===== config.mk =====
export PLATFORM = sky130hd
export DESIGN_NAME = pl_dmem_ctrl
export DESIGN_NICKNAME = d
export VERILOG_FILES = /design/src/rtl/pl_pkg.sv /design/src/rtl/pl_dmem_align.sv /design/src/rtl/pl_dmem_ctrl.sv
export SDC_FILE = /design/constraint.sdc
export NUM_CORES = 1
export LEC_CHECK = 0
export CORE_ASPECT_RATIO = 0.7
export CORE_MARGIN = 2
export CORE_UTILIZATION = 48
export DETAILED_ROUTE_END_ITERATION = 10
export PLACE_DENSITY_LB_ADDON = 0.3
export SYNTH_ARGS = -nofsm -noshare
export SYNTH_HDL_FRONTEND = slang
export SYNTH_SLANG_ARGS = --single-unit

===== constraint.sdc =====
create_clock -name clk -period 6.24 [get_ports clk]
set_input_delay 1.248 -clock clk [delete_from_list [all_inputs] [get_ports clk]]
set_output_delay 1.248 -clock clk [all_outputs]
set_load 0.03 [all_outputs]

===== src/rtl/pl_pkg.sv =====
// Shared definitions for the pipeline data-memory path: controller state
// encoding, load/store funct3 codes and access-size codes.
package pl_pkg;

    typedef enum logic [1:0] {
        DMEM_IDLE = 2'b00,
        DMEM_BUSY = 2'b01,
        DMEM_DONE = 2'b10
    } dmem_state_t;

    localparam logic [2:0] F3_LB  = 3'b000;
    localparam logic [2:0] F3_LH  = 3'b001;
    localparam logic [2:0] F3_LW  = 3'b010;
    localparam logic [2:0] F3_LBU = 3'b100;
    localparam logic [2:0] F3_LHU = 3'b101;

    // Access size is carried in funct3[1:0] for both loads and stores.
    localparam logic [1:0] SZ_BYTE = 2'b00;
    localparam logic [1:0] SZ_HALF = 2'b01;

endpackage


===== src/rtl/pl_dmem_align.sv =====
// Byte-lane logic for the data-memory controller: store byte enables and
// lane replication, misalignment detection, load extraction and extension.
// Purely combinational.
module pl_dmem_align
    import pl_pkg::*;
(
    input  logic [1:0]  st_size,
    input  logic [1:0]  st_addr_lo,
    input  logic [31:0] st_data,
    input  logic [2:0]  ld_funct3,
    input  logic [1:0]  ld_addr_lo,
    input  logic [31:0] ld_word,
    output logic [3:0]  be,
    output logic [31:0] wdata,
    output logic        misaligned,
    output logic [31:0] ld_data
);

    logic [7:0]  ld_byte_s;
    logic [15:0] ld_half_s;

    // Store lanes and alignment check from the access size and address offset.
    always_comb begin
        be         = 4'b0000;
        wdata      = 32'h0000_0000;
        misaligned = 1'b0;
        case (st_size)
            SZ_BYTE: begin
                be    = 4'b0001 << st_addr_lo;
                wdata = {4{st_data[7:0]}};
            end
            SZ_HALF: begin
                be         = 4'b0011 << st_addr_lo;
                wdata      = {2{st_data[15:0]}};
                misaligned = st_addr_lo[0];
            end
            default: begin
                be         = 4'b1111;
                wdata      = st_data;
                misaligned = (st_addr_lo != 2'b00);
            end
        endcase
    end

    // Select the addressed byte/half of the read word and extend it.
    always_comb begin
        ld_byte_s = 8'h00;
        ld_half_s = 16'h0000;
        ld_data   = 32'h0000_0000;
        case (ld_addr_lo)
            2'b00:   ld_byte_s = ld_word[7:0];
            2'b01:   ld_byte_s = ld_word[15:8];
            2'b10:   ld_byte_s = ld_word[23:16];
            default: ld_byte_s = ld_word[31:24];
        endcase
        if (ld_addr_lo[1]) begin
            ld_half_s = ld_word[31:16];
        end else begin
            ld_half_s = ld_word[15:0];
        end
        case (ld_funct3)
            F3_LB:   ld_data = {{24{ld_byte_s[7]}}, ld_byte_s};
            F3_LH:   ld_data = {{16{ld_half_s[15]}}, ld_half_s};
            F3_LBU:  ld_data = {24'h00_0000, ld_byte_s};
            F3_LHU:  ld_data = {16'h0000, ld_half_s};
            default: ld_data = ld_word;
        endcase
    end

endmodule


===== src/rtl/pl_dmem_ctrl.sv =====
// M-stage data-memory access controller. Sequences one load/store at a time
// over a req/ack bus, stalls the pipeline while the access is outstanding,
// and abandons the access with a fault after TIMEOUT_CYCLES busy cycles.
module pl_dmem_ctrl
    import pl_pkg::*;
#(
    parameter int TIMEOUT_CYCLES = 255
)
(
    input  logic        clk,
    input  logic        rst_n,
    input  logic        MemReqM,
    input  logic        MemWriteM,
    input  logic [2:0]  funct3M,
    input  logic [31:0] ALUResultM,
    input  logic [31:0] WriteDataM,
    output logic [31:0] ReadDataM,
    output logic        MemStall,
    output logic        MemBubbleW,
    output logic        MemFaultM,
    output logic        dmem_req,
    output logic        dmem_we,
    output logic [31:0] dmem_addr,
    output logic [3:0]  dmem_be,
    output logic [31:0] dmem_wdata,
    input  logic        dmem_ack,
    input  logic [31:0] dmem_rdata
);

    localparam int CNT_W = (TIMEOUT_CYCLES > 1) ? $clog2(TIMEOUT_CYCLES) : 1;
    localparam logic [CNT_W-1:0] CNT_LAST = CNT_W'(TIMEOUT_CYCLES - 1);

    dmem_state_t      state_r;
    dmem_state_t      state_nxt_s;
    logic [CNT_W-1:0] cnt_r;
    logic             req_r;
    logic             we_r;
    logic [31:0]      addr_r;
    logic [3:0]       be_r;
    logic [31:0]      wdata_r;
    logic [2:0]       funct3_r;
    logic [1:0]       addr_lo_r;
    logic [31:0]      rdata_r;
    logic             fault_r;

    logic             start_s;
    logic             misalign_go_s;
    logic             ack_s;
    logic             timeout_s;
    logic [3:0]       be_s;
    logic [31:0]      wdata_s;
    logic             misaligned_s;
    logic [31:0]      ld_data_s;

    pl_dmem_align u_align (
        .st_size    (funct3M[1:0]),
        .st_addr_lo (ALUResultM[1:0]),
        .st_data    (WriteDataM),
        .ld_funct3  (funct3_r),
        .ld_addr_lo (addr_lo_r),
        .ld_word    (rdata_r),
        .be         (be_s),
        .wdata      (wdata_s),
        .misaligned (misaligned_s),
        .ld_data    (ld_data_s)
    );

    // Controller state register.
    always_ff @(posedge clk or negedge rst_n) begin
        if (!rst_n) begin
            state_r <= DMEM_IDLE;
        end else begin
            state_r <= state_nxt_s;
        end
    end

    // Next-state decode, datapath strobes and pipeline-facing outputs.
    always_comb begin
        state_nxt_s   = state_r;
        start_s       = 1'b0;
        misalign_go_s = 1'b0;
        ack_s         = 1'b0;
        timeout_s     = 1'b0;
        MemStall      = 1'b0;
        MemFaultM     = 1'b0;
        ReadDataM     = 32'h0000_0000;
        case (state_r)
            DMEM_IDLE: begin
                MemStall = MemReqM;
                if (MemReqM) begin
                    if (misaligned_s) begin
                        misalign_go_s = 1'b1;
                        state_nxt_s   = DMEM_DONE;
                    end else begin
                        start_s     = 1'b1;
                        state_nxt_s = DMEM_BUSY;
                    end
                end else begin
                    state_nxt_s = DMEM_IDLE;
                end
            end
            DMEM_BUSY: begin
                MemStall = 1'b1;
                // An ack on the final allowed cycle still completes normally.
                if (dmem_ack) begin
                    ack_s       = 1'b1;
                    state_nxt_s = DMEM_DONE;
                end else if (cnt_r == CNT_LAST) begin
                    timeout_s   = 1'b1;
                    state_nxt_s = DMEM_DONE;
                end else begin
                    state_nxt_s = DMEM_BUSY;
                end
            end
            DMEM_DONE: begin
                // The completing instruction still drives MemReqM here, so
                // no new access may start from this state.
                MemFaultM = fault_r;
                if (!fault_r && !we_r) begin
                    ReadDataM = ld_data_s;
                end else begin
                    ReadDataM = 32'h0000_0000;
                end
                state_nxt_s = DMEM_IDLE;
            end
            default: begin
                state_nxt_s = DMEM_IDLE;
            end
        endcase
        MemBubbleW = MemStall;
    end

    // Latched access fields, bus request, timeout counter and read capture.
    always_ff @(posedge clk or negedge rst_n) begin
        if (!rst_n) begin
            cnt_r     <= {CNT_W{1'b0}};
            req_r     <= 1'b0;
            we_r      <= 1'b0;
            addr_r    <= 32'h0000_0000;
            be_r      <= 4'b0000;
            wdata_r   <= 32'h0000_0000;
            funct3_r  <= 3'b000;
            addr_lo_r <= 2'b00;
            rdata_r   <= 32'h0000_0000;
            fault_r   <= 1'b0;
        end else if (start_s) begin
            cnt_r     <= {CNT_W{1'b0}};
            req_r     <= 1'b1;
            we_r      <= MemWriteM;
            addr_r    <= {ALUResultM[31:2], 2'b00};
            be_r      <= be_s;
            wdata_r   <= wdata_s;
            funct3_r  <= funct3M;
            addr_lo_r <= ALUResultM[1:0];
            rdata_r   <= 32'h0000_0000;
            fault_r   <= 1'b0;
        end else if (misalign_go_s) begin
            rdata_r <= 32'h0000_0000;
            fault_r <= 1'b1;
        end else if (ack_s) begin
            req_r   <= 1'b0;
            rdata_r <= dmem_rdata;
        end else if (timeout_s) begin
            req_r   <= 1'b0;
            rdata_r <= 32'h0000_0000;
            fault_r <= 1'b1;
        end else if (state_r == DMEM_BUSY) begin
            cnt_r <= cnt_r + CNT_W'(1);
        end else if (state_r == DMEM_DONE) begin
            fault_r <= 1'b0;
        end else begin
            cnt_r <= cnt_r;
        end
    end

    assign dmem_req   = req_r;
    assign dmem_we    = we_r;
    assign dmem_addr  = addr_r;
    assign dmem_be    = be_r;
    assign dmem_wdata = wdata_r;

endmodule


==> run_summary.xml, run 1 <==
<?xml version="1.0" encoding="UTF-8"?>
<metrics>
  <group name="run_status">
    <metric name="status" unit="">complete, no violations</metric>
  </group>
  <group name="synthesis">
    <metric name="post_synth.cell_area_avg" unit="um^2">9.35</metric>
    <metric name="asyncSetResetFlopFracSynth" unit="">1.00</metric>
    <metric name="synth.ff_latch_count" unit="">116</metric>
    <metric name="synth_cell_type_count" unit="">51</metric>
    <metric name="synth_sequential_area_ratio" unit="">0.529</metric>
    <metric name="synth_ff_type" unit="">dfrtp_1</metric>
    <metric name="gate_count_after_technology_mapping" unit="">587</metric>
    <metric name="number_of_synthesized_flops_with_an_enable_pin" unit="">0</metric>
    <metric name="syn-cell-area" unit="um^2">5490</metric>
    <metric name="yosysWarnings" unit="">0</metric>
  </group>
  <group name="floorplan">
    <metric name="num_rows" unit="">32</metric>
    <metric name="core_region_area" unit="um^2">11100</metric>
    <metric name="floorplan.die.width" unit="um">132</metric>
    <metric name="io-pin-count" unit="">209</metric>
    <metric name="die_area" unit="um^2">12300</metric>
    <metric name="initial_utilization" unit="">0.495</metric>
    <metric name="die_y" unit="um">93.5</metric>
  </group>
  <group name="sta">
    <metric name="worst_slack" unit="ns">1.80</metric>
    <metric name="count_of_final_max_slew_check_failures" unit="">0</metric>
    <metric name="clock_skew" unit="ns">0.00700</metric>
    <metric name="setup_total_negative_slack" unit="ns">0</metric>
    <metric name="finalHoldViolCount" unit="">0</metric>
    <metric name="worst-slew-pin-transition" unit="ns">1.22</metric>
    <metric name="fmaxAchievable" unit="MHz">225</metric>
    <metric name="maxSlewHeadroom" unit="">0.187</metric>
    <metric name="layout_min_cycle_time" unit="ns">4.44</metric>
    <metric name="period_share" unit="">0.711</metric>
    <metric name="setup_violations" unit="">0</metric>
    <metric name="rsz_0062_raised_after_global_routing" unit="">false</metric>
  </group>
  <group name="clocking">
    <metric name="cts_buffers" unit="">17</metric>
    <metric name="cts-htree-levels" unit="">4</metric>
    <metric name="cts-resized-gates" unit="">0</metric>
    <metric name="clock-root-buffer" unit="">clkbuf_16</metric>
    <metric name="post_cts_buffers" unit="">0</metric>
    <metric name="cts.clk_slew.worst_paths" unit="ns">0.06</metric>
    <metric name="max-clock-path-buffers" unit="">2</metric>
    <metric name="worstSkewPairLatency" unit="ns">0.41</metric>
    <metric name="cts_num_sinks" unit="">116</metric>
    <metric name="post_cts_hold_buffer_count" unit="">0</metric>
    <metric name="tritoncts_clock_tree" unit="">yes</metric>
  </group>
  <group name="drt">
    <metric name="remaining_drc_errors" unit="">0</metric>
    <metric name="detailedRoute.firstIterationViolations" unit="">547</metric>
    <metric name="ant_nets" unit="">0</metric>
    <metric name="routed_wirelength" unit="mm">17.0</metric>
    <metric name="num_vias" unit="">5180</metric>
    <metric name="detailedRoute.firstPassIterationCount" unit="">5</metric>
    <metric name="avgRoutedWirePerCell" unit="um">18.0</metric>
    <metric name="routed_via_density" unit="">5.50</metric>
  </group>
  <group name="global_route">
    <metric name="grt_util_all_layers" unit="">0.282</metric>
    <metric name="grt_use_met3" unit="">0.0976</metric>
    <metric name="global_route_wire_length_before_repair" unit="mm">27.1</metric>
    <metric name="grt_max_degree" unit="">77</metric>
    <metric name="antenna_found_initial" unit="">0</metric>
    <metric name="grt_overflow_total" unit="">0</metric>
    <metric name="met2_usage" unit="">0.436</metric>
    <metric name="number_of_global_route_vias_before_repair" unit="">5205</metric>
    <metric name="use_met1" unit="">0.371</metric>
    <metric name="grt.busiest_layer" unit="">met2</metric>
  </group>
  <group name="critical_path">
    <metric name="timing.reg2reg.worst_path_depth" unit="">4</metric>
    <metric name="critical_path_end_type" unit="">output pin</metric>
    <metric name="critical_path.startpoint_type" unit="">flop</metric>
    <metric name="critPathArrivalTime" unit="ns">3.19</metric>
    <metric name="crit_fanout" unit="">32</metric>
    <metric name="required" unit="ns">4.99</metric>
    <metric name="worst-setup-path-type" unit="">reg2out</metric>
  </group>
  <group name="place">
    <metric name="buffer_ports.inserted" unit="">206</metric>
    <metric name="place.detailed.hpwl" unit="mm">11.8</metric>
    <metric name="gp_congestion" unit="">0.887</metric>
    <metric name="dp_slack" unit="ns">2.19</metric>
  </group>
  <group name="finish">
    <metric name="layout.core_utilization" unit="">0.740</metric>
    <metric name="layout-drive-gt1-share" unit="">0.0812</metric>
    <metric name="diodes" unit="">0</metric>
    <metric name="layout.nets" unit="">881</metric>
    <metric name="synthToLayoutAreaGrowth" unit="%">49.4</metric>
  </group>
  <group name="flow_run">
    <metric name="max_cap_violations" unit="">0</metric>
  </group>
  <group name="pwr">
    <metric name="p_per_area" unit="nW/um^2">432</metric>
    <metric name="p_leak" unit="nW">3.68</metric>
    <metric name="report.power.total" unit="mW">3.54</metric>
    <metric name="vdd_drop_max" unit="uV">286</metric>
  </group>
  <group name="min_path">
    <metric name="hold_path_class" unit="">reg2reg</metric>
    <metric name="timing.hold.worst_path_depth" unit="">2</metric>
  </group>
</metrics>
-- power breakdown --
group / internal, mW / switching, mW
clock: 0.630 / 0.369
sequential: 0.980 / 0.206
combinational: 0.567 / 0.792
total: 2.18 / 1.37
-- synth_stat cells, types with 3 or more instances --
| cell | instances | area, um^2 |
|---|---|---|
| a21oi_1 | 40 | 200 |
| a221o_1 | 8 | 80.1 |
| a22o_1 | 32 | 280 |
| a31oi_1 | 7 | 43.8 |
| and3_1 | 3 | 18.8 |
| buf_2 | 12 | 60.1 |
| buf_4 | 3 | 22.5 |
| clkbuf_1 | 26 | 97.6 |
| dfrtp_1 | 116 | 2900 |
| inv_1 | 14 | 52.6 |
| mux2_2 | 8 | 90.1 |
| mux2i_1 | 17 | 170 |
| nand2_1 | 161 | 604 |
| nand3_1 | 3 | 15.0 |
| nor2_1 | 35 | 131 |
| nor2b_1 | 9 | 56.3 |
| nor3_1 | 9 | 45.0 |
| o21ai_0 | 34 | 170 |
| o221a_2 | 7 | 78.8 |
| or3_1 | 3 | 18.8 |
-- critical path: stages, from the launching register on --
cell and delay, ns:
dfrtp_1 0.75, nor2_1 1.04, a21oi_1 0.09, nor2_1 0.18, clkdlybuf4s50_1 0.70
-- final cells by class --
class	count	area [um^2]
clock buffers	17	425
multi-input cells	415	2350
flip-flops and latches	116	2900
clock inverters	15	183
well taps	153	191
fillers	780	2890
repair buffers	211	2100
inverters	14	52.6
-- kinds of logic (layout without fill, tap and decap cells) --
logic type,Yosys count,in the layout,synth area share
simple gates,239,239,0.187
compound gates,143,143,0.176
flops,116,116,0.529
buf+inv,57,257,0.0465
mux,26,26,0.0515
xor+xnor,3,3,0.00479
fa+ha+maj,2,2,0.00456
other cells,1,2,0.000683
-- routing by layer --
| metal | wire length (um) | vias to the layer above | share of wire |
|---|---|---|---|
| met3 | 1420 | 29 | 0.084 |
| met1 | 7310 | 2515 | 0.43 |
| met4 | 377 | 0 | 0.022 |
| met2 | 7870 | 238 | 0.46 |
| li1 | - | 2398 | - |
| met5 | 0 | - | 0 |
-- final timing paths --
check                      slack, ns                       from                         end
setup / recovery                1.80    funct3_r[1]$_DFFE_PN0P_               ReadDataM[26]
setup reg to reg                3.86       state_r[1]$_DFF_PN0_  dmem_wdata[23]$_DFFE_PN0P_
max in group asynchronous       4.16                      rst_n      rdata_r[6]$_DFFE_PN0P_
hold / removal                  0.47  dmem_addr[29]$_DFFE_PN0P_   dmem_addr[29]$_DFFE_PN0P_
hold reg to reg                 0.47  dmem_addr[29]$_DFFE_PN0P_   dmem_addr[29]$_DFFE_PN0P_
min in group asynchronous       0.98                      rst_n    dmem_addr[2]$_DFFE_PN0P_
-- sequential cells by signal, indices dropped and copies added (netlist names) --
register,cells
addr_lo_r,2
cnt_r,8
dmem_addr,30
dmem_be,4
dmem_req,1
dmem_wdata,32
dmem_we,1
fault_r,1
funct3_r,3
rdata_r,32
state_r,2
-- placed cells by master (no fill, tap or decap), types with 2 or more instances in the layout --
master	n
a21o_1	2
a21oi_1	39
a221o_1	8
a22o_1	32
a31oi_1	7
and2_1	2
and3_1	3
buf_4	6
bufinv_16	3
clkbuf_16	17
clkdlybuf4s50_1	205
clkinv_2	2
clkinv_4	4
clkinvlp_4	4
conb_1	2
dfrtp_1	116
ha_1	2
inv_1	14
inv_6	2
mux2_2	8
mux2i_1	17
nand2_1	161
nand2b_1	2
nand3_1	3
nor2_1	35
nor2b_1	9
nor3_1	9
nor3b_2	2
o21ai_0	34
o221a_2	7
o31ai_1	2
or3_1	3
xor2_1	2
-- stage by stage --
stage | hold WS, ns | std cells | area (um^2)
floorplan | 0.469 | 588 | 5490
global placement | 0.456 | 909 | 7590
detailed placement | 0.462 | 909 | 7590
CTS | 0.477 | 941 | 8200
global route | 0.504 | 941 | 8200
finish | 0.475 | 941 | 8200
Power figures use the tool's default switching activity.
==> run 2: changes to the inputs <==
--- a/config.mk
+++ b/config.mk
@@ -7,7 +7,7 @@
 export LEC_CHECK = 0
 export CORE_ASPECT_RATIO = 0.7
 export CORE_MARGIN = 2
-export CORE_UTILIZATION = 48
+export CORE_UTILIZATION = 44
 export DETAILED_ROUTE_END_ITERATION = 10
 export PLACE_DENSITY_LB_ADDON = 0.3
 export SYNTH_ARGS = -nofsm -noshare
==> constraint.sdc (replaced) <==
create_clock -name clk -period 4.4 [get_ports clk]
set_input_delay 0.88 -clock clk [delete_from_list [all_inputs] [get_ports clk]]
set_output_delay 0.88 -clock clk [all_outputs]
set_load 0.03 [all_outputs]
==> run_summary.xml, run 2 (synthesis gave the netlist of run 1 again) <==
<?xml version="1.0" encoding="UTF-8"?>
<metrics>
  <group name="run_status">
    <metric name="status" unit="">complete, no violations</metric>
  </group>
  <group name="sta">
    <metric name="maxSlewHeadroom" unit="">0.185</metric>
    <metric name="fmaxAchievable" unit="MHz">258</metric>
    <metric name="worst-slew-pin-transition" unit="ns">1.22</metric>
    <metric name="finalHoldViolCount" unit="">0</metric>
    <metric name="worst_slack" unit="ns">0.531</metric>
    <metric name="period_share" unit="">0.879</metric>
    <metric name="setup_total_negative_slack" unit="ns">0</metric>
    <metric name="timing.hold.ws" unit="ns">0.449</metric>
    <metric name="layout_min_cycle_time" unit="ns">3.87</metric>
    <metric name="setup_violations" unit="">0</metric>
    <metric name="count_of_final_max_slew_check_failures" unit="">0</metric>
    <metric name="rsz_0062_raised_after_global_routing" unit="">false</metric>
    <metric name="clock_skew" unit="ns">0.00670</metric>
  </group>
  <group name="pwr">
    <metric name="p_sw_frac" unit="">0.370</metric>
    <metric name="report.power.total" unit="mW">5.13</metric>
    <metric name="p_leak" unit="nW">3.75</metric>
    <metric name="combinationalPowerShare" unit="">0.387</metric>
    <metric name="p_per_area" unit="nW/um^2">618</metric>
    <metric name="netSwitchingPower" unit="mW">1.90</metric>
    <metric name="seqPwrFrac" unit="">0.320</metric>
    <metric name="clock_power_share" unit="">0.293</metric>
    <metric name="power_report.internal_total" unit="mW">3.24</metric>
    <metric name="vdd_drop_max" unit="uV">357</metric>
  </group>
  <group name="flow_run">
    <metric name="max_cap_violations" unit="">0</metric>
  </group>
  <group name="critical_path">
    <metric name="worst-setup-path-type" unit="">reg2out</metric>
    <metric name="critPathArrivalTime" unit="ns">2.99</metric>
    <metric name="critical_path.startpoint_type" unit="">flop</metric>
    <metric name="critical_path_end_type" unit="">output pin</metric>
    <metric name="crit_path_max_incr_delay" unit="ns">0.66</metric>
    <metric name="required" unit="ns">3.52</metric>
    <metric name="crit_fanout" unit="">15</metric>
    <metric name="worstPathCellList" unit="">nand2b_1, a21oi_1, o221a_2, clkdlybuf4s50_1</metric>
    <metric name="highest_delay_cell_along_the_critical_path" unit="">clkdlybuf4s50_1</metric>
  </group>
  <group name="place">
    <metric name="place.detailed.hpwl" unit="mm">12.1</metric>
    <metric name="gp_congestion" unit="">0.910</metric>
    <metric name="buffer_ports.inserted" unit="">206</metric>
    <metric name="dp_slack" unit="ns">0.981</metric>
  </group>
  <group name="floorplan">
    <metric name="io-pin-count" unit="">209</metric>
    <metric name="num_rows" unit="">34</metric>
    <metric name="core_region_area" unit="um^2">12300</metric>
    <metric name="initial_utilization" unit="">0.446</metric>
    <metric name="die_y" unit="um">97.5</metric>
    <metric name="floorplan.die.width" unit="um">137</metric>
    <metric name="die_area" unit="um^2">13400</metric>
  </group>
  <group name="drt">
    <metric name="detailedRoute.firstIterationViolations" unit="">393</metric>
    <metric name="routed_wirelength" unit="mm">16.9</metric>
    <metric name="detailedRoute.firstPassIterationCount" unit="">5</metric>
    <metric name="routed_via_density" unit="">5.36</metric>
    <metric name="avgRoutedWirePerCell" unit="um">17.6</metric>
    <metric name="ant_nets" unit="">0</metric>
    <metric name="remaining_drc_errors" unit="">0</metric>
    <metric name="num_vias" unit="">5139</metric>
  </group>
  <group name="clocking">
    <metric name="cts_buffers" unit="">17</metric>
    <metric name="clock-root-buffer" unit="">clkbuf_16</metric>
    <metric name="cts-htree-levels" unit="">4</metric>
    <metric name="cts-resized-gates" unit="">0</metric>
    <metric name="cts_num_sinks" unit="">116</metric>
    <metric name="cts.clk_slew.worst_paths" unit="ns">0.05</metric>
    <metric name="tritoncts_clock_tree" unit="">yes</metric>
    <metric name="post_cts_buffers" unit="">0</metric>
    <metric name="max-clock-path-buffers" unit="">2</metric>
    <metric name="post_cts_hold_buffer_count" unit="">0</metric>
    <metric name="worstSkewPairLatency" unit="ns">0.41</metric>
  </group>
  <group name="finish">
    <metric name="synthToLayoutAreaGrowth" unit="%">51.4</metric>
    <metric name="layout.cells.most_common" unit="">clkdlybuf4s50_1</metric>
    <metric name="regArea" unit="um^2">2900</metric>
    <metric name="diodes" unit="">0</metric>
    <metric name="layout.core_utilization" unit="">0.676</metric>
    <metric name="area_of_the_multi_input_gates" unit="um^2">2350</metric>
    <metric name="layout.nets" unit="">889</metric>
    <metric name="layout-drive-gt1-share" unit="">0.0867</metric>
    <metric name="fillers" unit="">928</metric>
    <metric name="most_frequent_cells_in_the_layout" unit="">205 x clkdlybuf4s50_1, 161 x nand2_1, 116 x dfrtp_1</metric>
  </group>
  <group name="global_route">
    <metric name="grt_max_degree" unit="">44</metric>
    <metric name="number_of_global_route_vias_before_repair" unit="">5255</metric>
    <metric name="global_route_wire_length_before_repair" unit="mm">27.2</metric>
    <metric name="grt_overflow_total" unit="">0</metric>
    <metric name="grt_util_all_layers" unit="">0.263</metric>
    <metric name="antenna_found_initial" unit="">0</metric>
  </group>
  <group name="min_path">
    <metric name="hold_path_class" unit="">in2async</metric>
  </group>
</metrics>
[run 2: cell types whose count changed in the layout (fill, tap and decap cells not counted)]
cell and change:
clkinv_4 -4, clkbuf_1 +3, bufinv_16 +2, clkinv_2 +2, clkbuf_8 +2, inv_6 -2, clkinvlp_4 -3, buf_4 +8
[run 2: critical path, delay by kind of cell, from the launching register on]
kind / cells / cell delay, ns
and+or+nand+nor: 1 / 0.44
buffers and inverters: 1 / 0.66
AOI/OAI and AO/OA: 2 / 0.95
DFF: 1 / 0.53
[run 2: routing by layer]
layer	part of all wire	track usage
met1	0.43	0.355
met2	0.46	0.403
met3	0.086	0.0824
met5	0	0
met4	0.020	0.0888
[run 2: final timing paths]
| kind | from | to | slack, ns | cells past startpoint |
|---|---|---|---|---|
| worst max-delay path | funct3_r[0]$_DFFE_PN0P_ | ReadDataM[6] | 0.53 | 4 |
| worst min-delay path | rst_n | dmem_addr[11]$_DFFE_PN0P_ | 0.45 | 1 |
| worst max register to register | state_r[1]$_DFF_PN0_ | dmem_addr[14]$_DFFE_PN0P_ | 2.18 | 5 |
| worst min register to register | dmem_addr[30]$_DFFE_PN0P_ | dmem_addr[30]$_DFFE_PN0P_ | 0.47 | 2 |
| max in group asynchronous | rst_n | dmem_wdata[17]$_DFFE_PN0P_ | 2.96 | 2 |
| min in group clk | dmem_addr[30]$_DFFE_PN0P_ | dmem_addr[30]$_DFFE_PN0P_ | 0.47 | 2 |
[run 2: power groups by stage]
stage / Sequential, mW / Combinational (mW) / Clock [mW]
floorplan: 2.04 / 0.698 / 0
global placement: 1.63 / 1.95 / 0
detailed placement: 1.64 / 1.98 / 0
CTS: 1.64 / 2.00 / 1.52
global route: 1.68 / 2.12 / 1.58
finish: 1.64 / 1.99 / 1.50
[run 2: per-stage QoR]
| stage | cell area, um^2 | std cells |
|---|---|---|
| global route | 8310 | 958 |
| floorplan | 5490 | 588 |
| detailed placement | 7670 | 926 |
| global placement | 7670 | 926 |
| finish | 8310 | 958 |
| CTS | 8310 | 958 |
[run 2: final cells by class]
class	instances	area share
sequential	116	0.349
multi-input combinational	415	0.283
timing repair buffer	219	0.260
clock buffer	22	0.0559
tap	162	0.0244
clock inverter	10	0.0214
inverter	14	0.00633
==> run 3: changes to the inputs <==
--- a/config.mk
+++ b/config.mk
@@ -5,9 +5,10 @@
 export SDC_FILE = /design/constraint.sdc
 export NUM_CORES = 1
 export LEC_CHECK = 0
+export ABC_AREA = 1
 export CORE_ASPECT_RATIO = 0.7
 export CORE_MARGIN = 2
-export CORE_UTILIZATION = 44
+export CORE_UTILIZATION = 45
 export DETAILED_ROUTE_END_ITERATION = 10
 export PLACE_DENSITY_LB_ADDON = 0.3
 export SYNTH_ARGS = -nofsm -noshare
==> run_summary.xml, run 3 <==
<?xml version="1.0" encoding="UTF-8"?>
<metrics>
  <group name="run_status">
    <metric name="status" unit="">complete, no violations</metric>
  </group>
  <group name="finish">
    <metric name="layout.cells.most_common" unit="">nand2_1</metric>
    <metric name="most_frequent_cells_in_the_layout" unit="">317 x nand2_1, 205 x clkdlybuf4s50_1, 116 x dfrtp_1</metric>
    <metric name="post-route-cell-area" unit="um^2">8360</metric>
    <metric name="layout.nets" unit="">1043</metric>
    <metric name="diodes" unit="">0</metric>
    <metric name="synthToLayoutAreaGrowth" unit="%">46.9</metric>
    <metric name="fillers" unit="">1034</metric>
    <metric name="layout-drive-gt1-share" unit="">0.0768</metric>
  </group>
  <group name="pwr">
    <metric name="report.power.total" unit="mW">5.07</metric>
    <metric name="vdd_drop_max" unit="uV">389</metric>
    <metric name="p_per_area" unit="nW/um^2">607</metric>
    <metric name="p_leak" unit="nW">4.10</metric>
  </group>
  <group name="critical_path">
    <metric name="highest_delay_cell_along_the_critical_path" unit="">clkdlybuf4s50_1</metric>
    <metric name="critical_path.startpoint_type" unit="">flop</metric>
    <metric name="timing.reg2reg.worst_path_depth" unit="">7</metric>
    <metric name="timing.critical_path.depth" unit="">7</metric>
    <metric name="critical_path_end_type" unit="">output pin</metric>
    <metric name="critPathArrivalTime" unit="ns">2.84</metric>
    <metric name="worstPathCellList" unit="">inv_2, nand3_1, nand3_2, nand3_1, nand2_2, nor2_1, clkdlybuf4s50_1</metric>
    <metric name="required" unit="ns">3.52</metric>
    <metric name="crit_path_max_incr_delay" unit="ns">0.69</metric>
    <metric name="path_common_cell" unit="">nand3_1</metric>
    <metric name="cpLargestDelayFamily" unit="">simple AND/OR/NAND/NOR gates</metric>
    <metric name="worstPathBufferInverterCount" unit="">2</metric>
    <metric name="worst-setup-path-type" unit="">reg2out</metric>
    <metric name="crit_fanout" unit="">18</metric>
  </group>
  <group name="synthesis">
    <metric name="synth_cell_type_count" unit="">29</metric>
    <metric name="syn-cell-area" unit="um^2">5700</metric>
    <metric name="synth.ff_latch_count" unit="">116</metric>
    <metric name="synth.area.top_cells" unit="">dfrtp_1 51%, nand2_1 21%, nand3_1 5.5%, nor2_1 3.4%, o21ai_0 2.5%</metric>
    <metric name="yosys-top-cells-count" unit="">317 x nand2_1, 116 x dfrtp_1, 63 x nand3_1</metric>
    <metric name="synth.largest_area_cell" unit="">dfrtp_1</metric>
    <metric name="post-synth-top-count-cell" unit="">nand2_1</metric>
    <metric name="post-synth-top-area-fraction" unit="">0.510</metric>
    <metric name="synth_sequential_area_ratio" unit="">0.510</metric>
    <metric name="asyncSetResetFlopFracSynth" unit="">1.00</metric>
    <metric name="gate_count_after_technology_mapping" unit="">745</metric>
    <metric name="synth_ff_type" unit="">dfrtp_1</metric>
    <metric name="yosysWarnings" unit="">0</metric>
    <metric name="number_of_synthesized_flops_with_an_enable_pin" unit="">0</metric>
    <metric name="post_synth.cell_area_avg" unit="um^2">7.64</metric>
  </group>
  <group name="place">
    <metric name="place.detailed.hpwl" unit="mm">11.4</metric>
    <metric name="post_dp_cell_area" unit="um^2">7770</metric>
    <metric name="gp_congestion" unit="">0.840</metric>
    <metric name="buffer_ports.inserted" unit="">206</metric>
  </group>
  <group name="sta">
    <metric name="timing.hold.ws" unit="ns">0.476</metric>
    <metric name="maxSlewHeadroom" unit="">0.265</metric>
    <metric name="clock_skew" unit="ns">0.00715</metric>
    <metric name="worst-slew-pin-transition" unit="ns">1.10</metric>
    <metric name="layout_min_cycle_time" unit="ns">3.72</metric>
    <metric name="fmaxAchievable" unit="MHz">269</metric>
    <metric name="finalHoldViolCount" unit="">0</metric>
    <metric name="setup_total_negative_slack" unit="ns">0</metric>
    <metric name="setup_violations" unit="">0</metric>
    <metric name="period_share" unit="">0.844</metric>
    <metric name="count_of_final_max_slew_check_failures" unit="">0</metric>
    <metric name="rsz_0062_raised_after_global_routing" unit="">false</metric>
  </group>
  <group name="clocking">
    <metric name="tritoncts_clock_tree" unit="">yes</metric>
    <metric name="worstSkewPairLatency" unit="ns">0.40</metric>
    <metric name="max-clock-path-buffers" unit="">2</metric>
    <metric name="clock-root-buffer" unit="">clkbuf_16</metric>
    <metric name="cts_num_sinks" unit="">116</metric>
    <metric name="cts-resized-gates" unit="">0</metric>
    <metric name="cts_buffers" unit="">17</metric>
    <metric name="cts.clk_slew.worst_paths" unit="ns">0.06</metric>
    <metric name="post_cts_hold_buffer_count" unit="">0</metric>
    <metric name="cts-htree-levels" unit="">4</metric>
    <metric name="post_cts_buffers" unit="">0</metric>
  </group>
  <group name="floorplan">
    <metric name="num_rows" unit="">34</metric>
    <metric name="io-pin-count" unit="">209</metric>
    <metric name="initial_utilization" unit="">0.460</metric>
    <metric name="die_area" unit="um^2">13600</metric>
    <metric name="core_region_area" unit="um^2">12400</metric>
    <metric name="die_y" unit="um">98.1</metric>
    <metric name="floorplan.die.width" unit="um">138</metric>
  </group>
  <group name="drt">
    <metric name="remaining_drc_errors" unit="">0</metric>
    <metric name="num_vias" unit="">5483</metric>
    <metric name="avgRoutedWirePerCell" unit="um">14.7</metric>
    <metric name="ant_nets" unit="">0</metric>
    <metric name="detailedRoute.firstIterationViolations" unit="">326</metric>
    <metric name="routed_via_density" unit="">4.93</metric>
    <metric name="detailedRoute.firstPassIterationCount" unit="">5</metric>
    <metric name="routed_wirelength" unit="mm">16.4</metric>
  </group>
  <group name="min_path">
    <metric name="timing.hold.worst_path_depth" unit="">2</metric>
    <metric name="hold_path_class" unit="">reg2reg</metric>
  </group>
  <group name="global_route">
    <metric name="grt_overflow_total" unit="">0</metric>
    <metric name="antenna_found_initial" unit="">0</metric>
    <metric name="grt_util_all_layers" unit="">0.249</metric>
    <metric name="number_of_global_route_vias_before_repair" unit="">5310</metric>
    <metric name="grt_max_degree" unit="">69</metric>
    <metric name="global_route_wire_length_before_repair" unit="mm">27.2</metric>
  </group>
  <group name="flow_run">
    <metric name="max_cap_violations" unit="">0</metric>
  </group>
</metrics>
==> run 3: cell count changes in the layout (fill, tap and decap cells not counted), sizes merged, moves of 9 or more <==
cell	delta
a21oi	-21
nor2	+31
mux2i	-17
o21ai	+22
inv	+28
nand2	+158
nor2b	-9
a22o	-32
nand3	+63
==> run 3: cell type report <==
| class | count | area [um^2] | area share |
|---|---|---|---|
| repair buffers | 211 | 2100 | 0.251 |
| multi-input cells | 555 | 2430 | 0.291 |
| flip-flops and latches | 116 | 2900 | 0.347 |
| inverters | 36 | 135 | 0.0162 |
| clock buffers | 17 | 425 | 0.0509 |
| clock inverters | 15 | 170 | 0.0203 |
| well taps | 162 | 203 | 0.0242 |
==> run 3: logic make-up (layout without fill, tap and decap cells) <==
logic type / count (synthesis) / in the layout / synth area share
adders and majority gates: 2 / 2 / 0.00439
AOI/OAI and AO/OA: 86 / 86 / 0.0782
and+or+nand+nor: 459 / 459 / 0.332
buffers and inverters: 75 / 279 / 0.0655
xor gates and xnor gates: 6 / 6 / 0.00923
DFF: 116 / 116 / 0.510
other: 1 / 2 / 0.000658
==> run 3: per-layer routing <==
layer,part of all wire,track usage,vias to the layer above
li1,-,-,2743
met1,0.47,0.359,2551
met2,0.44,0.369,172
met3,0.075,0.0741,17
met4,0.013,0.0683,0
met5,0,0,-
==> run 3: worst paths after layout <==
| path | slack [ns] | to | from |
|---|---|---|---|
| worst min-delay path | 0.48 | dmem_addr[14]$_DFFE_PN0P_ | dmem_addr[14]$_DFFE_PN0P_ |
| max in group asynchronous | 2.92 | dmem_wdata[23]$_DFFE_PN0P_ | rst_n |
| worst min register to register | 0.48 | dmem_addr[14]$_DFFE_PN0P_ | dmem_addr[14]$_DFFE_PN0P_ |
| worst max register to register | 1.82 | dmem_wdata[17]$_DFFE_PN0P_ | state_r[1]$_DFF_PN0_ |
| min in group asynchronous | 0.56 | dmem_addr[23]$_DFFE_PN0P_ | rst_n |
| worst max-delay path | 0.68 | ReadDataM[18] | addr_lo_r[1]$_DFFE_PN0P_ |
==> run 3: stage by stage <==
step,utilization,setup slack (ns),cells
2_1_floorplan,-,2.01,746
4_1_cts,0.676,0.687,1112
3_3_place_gp,0.628,1.03,1080
3_5_place_dp,0.628,0.949,1080
5_1_grt,0.676,0.462,1112
6_report,0.676,0.685,1112
==> run 3: worst min-delay path, delay by kind of cell, from the launching register on <==
family,cells,cell delay (ns)
AND/OR/NAND/NOR,2,0.10
flip-flops,1,0.34
==> run 3: report_power, final <==
part,leakage (nW),switching (mW),internal (mW)
Clock,0.287,0.544,0.848
Combinational,2.33,1.24,0.787
Sequential,1.48,0.256,1.40
Total,4.10,2.04,3.03
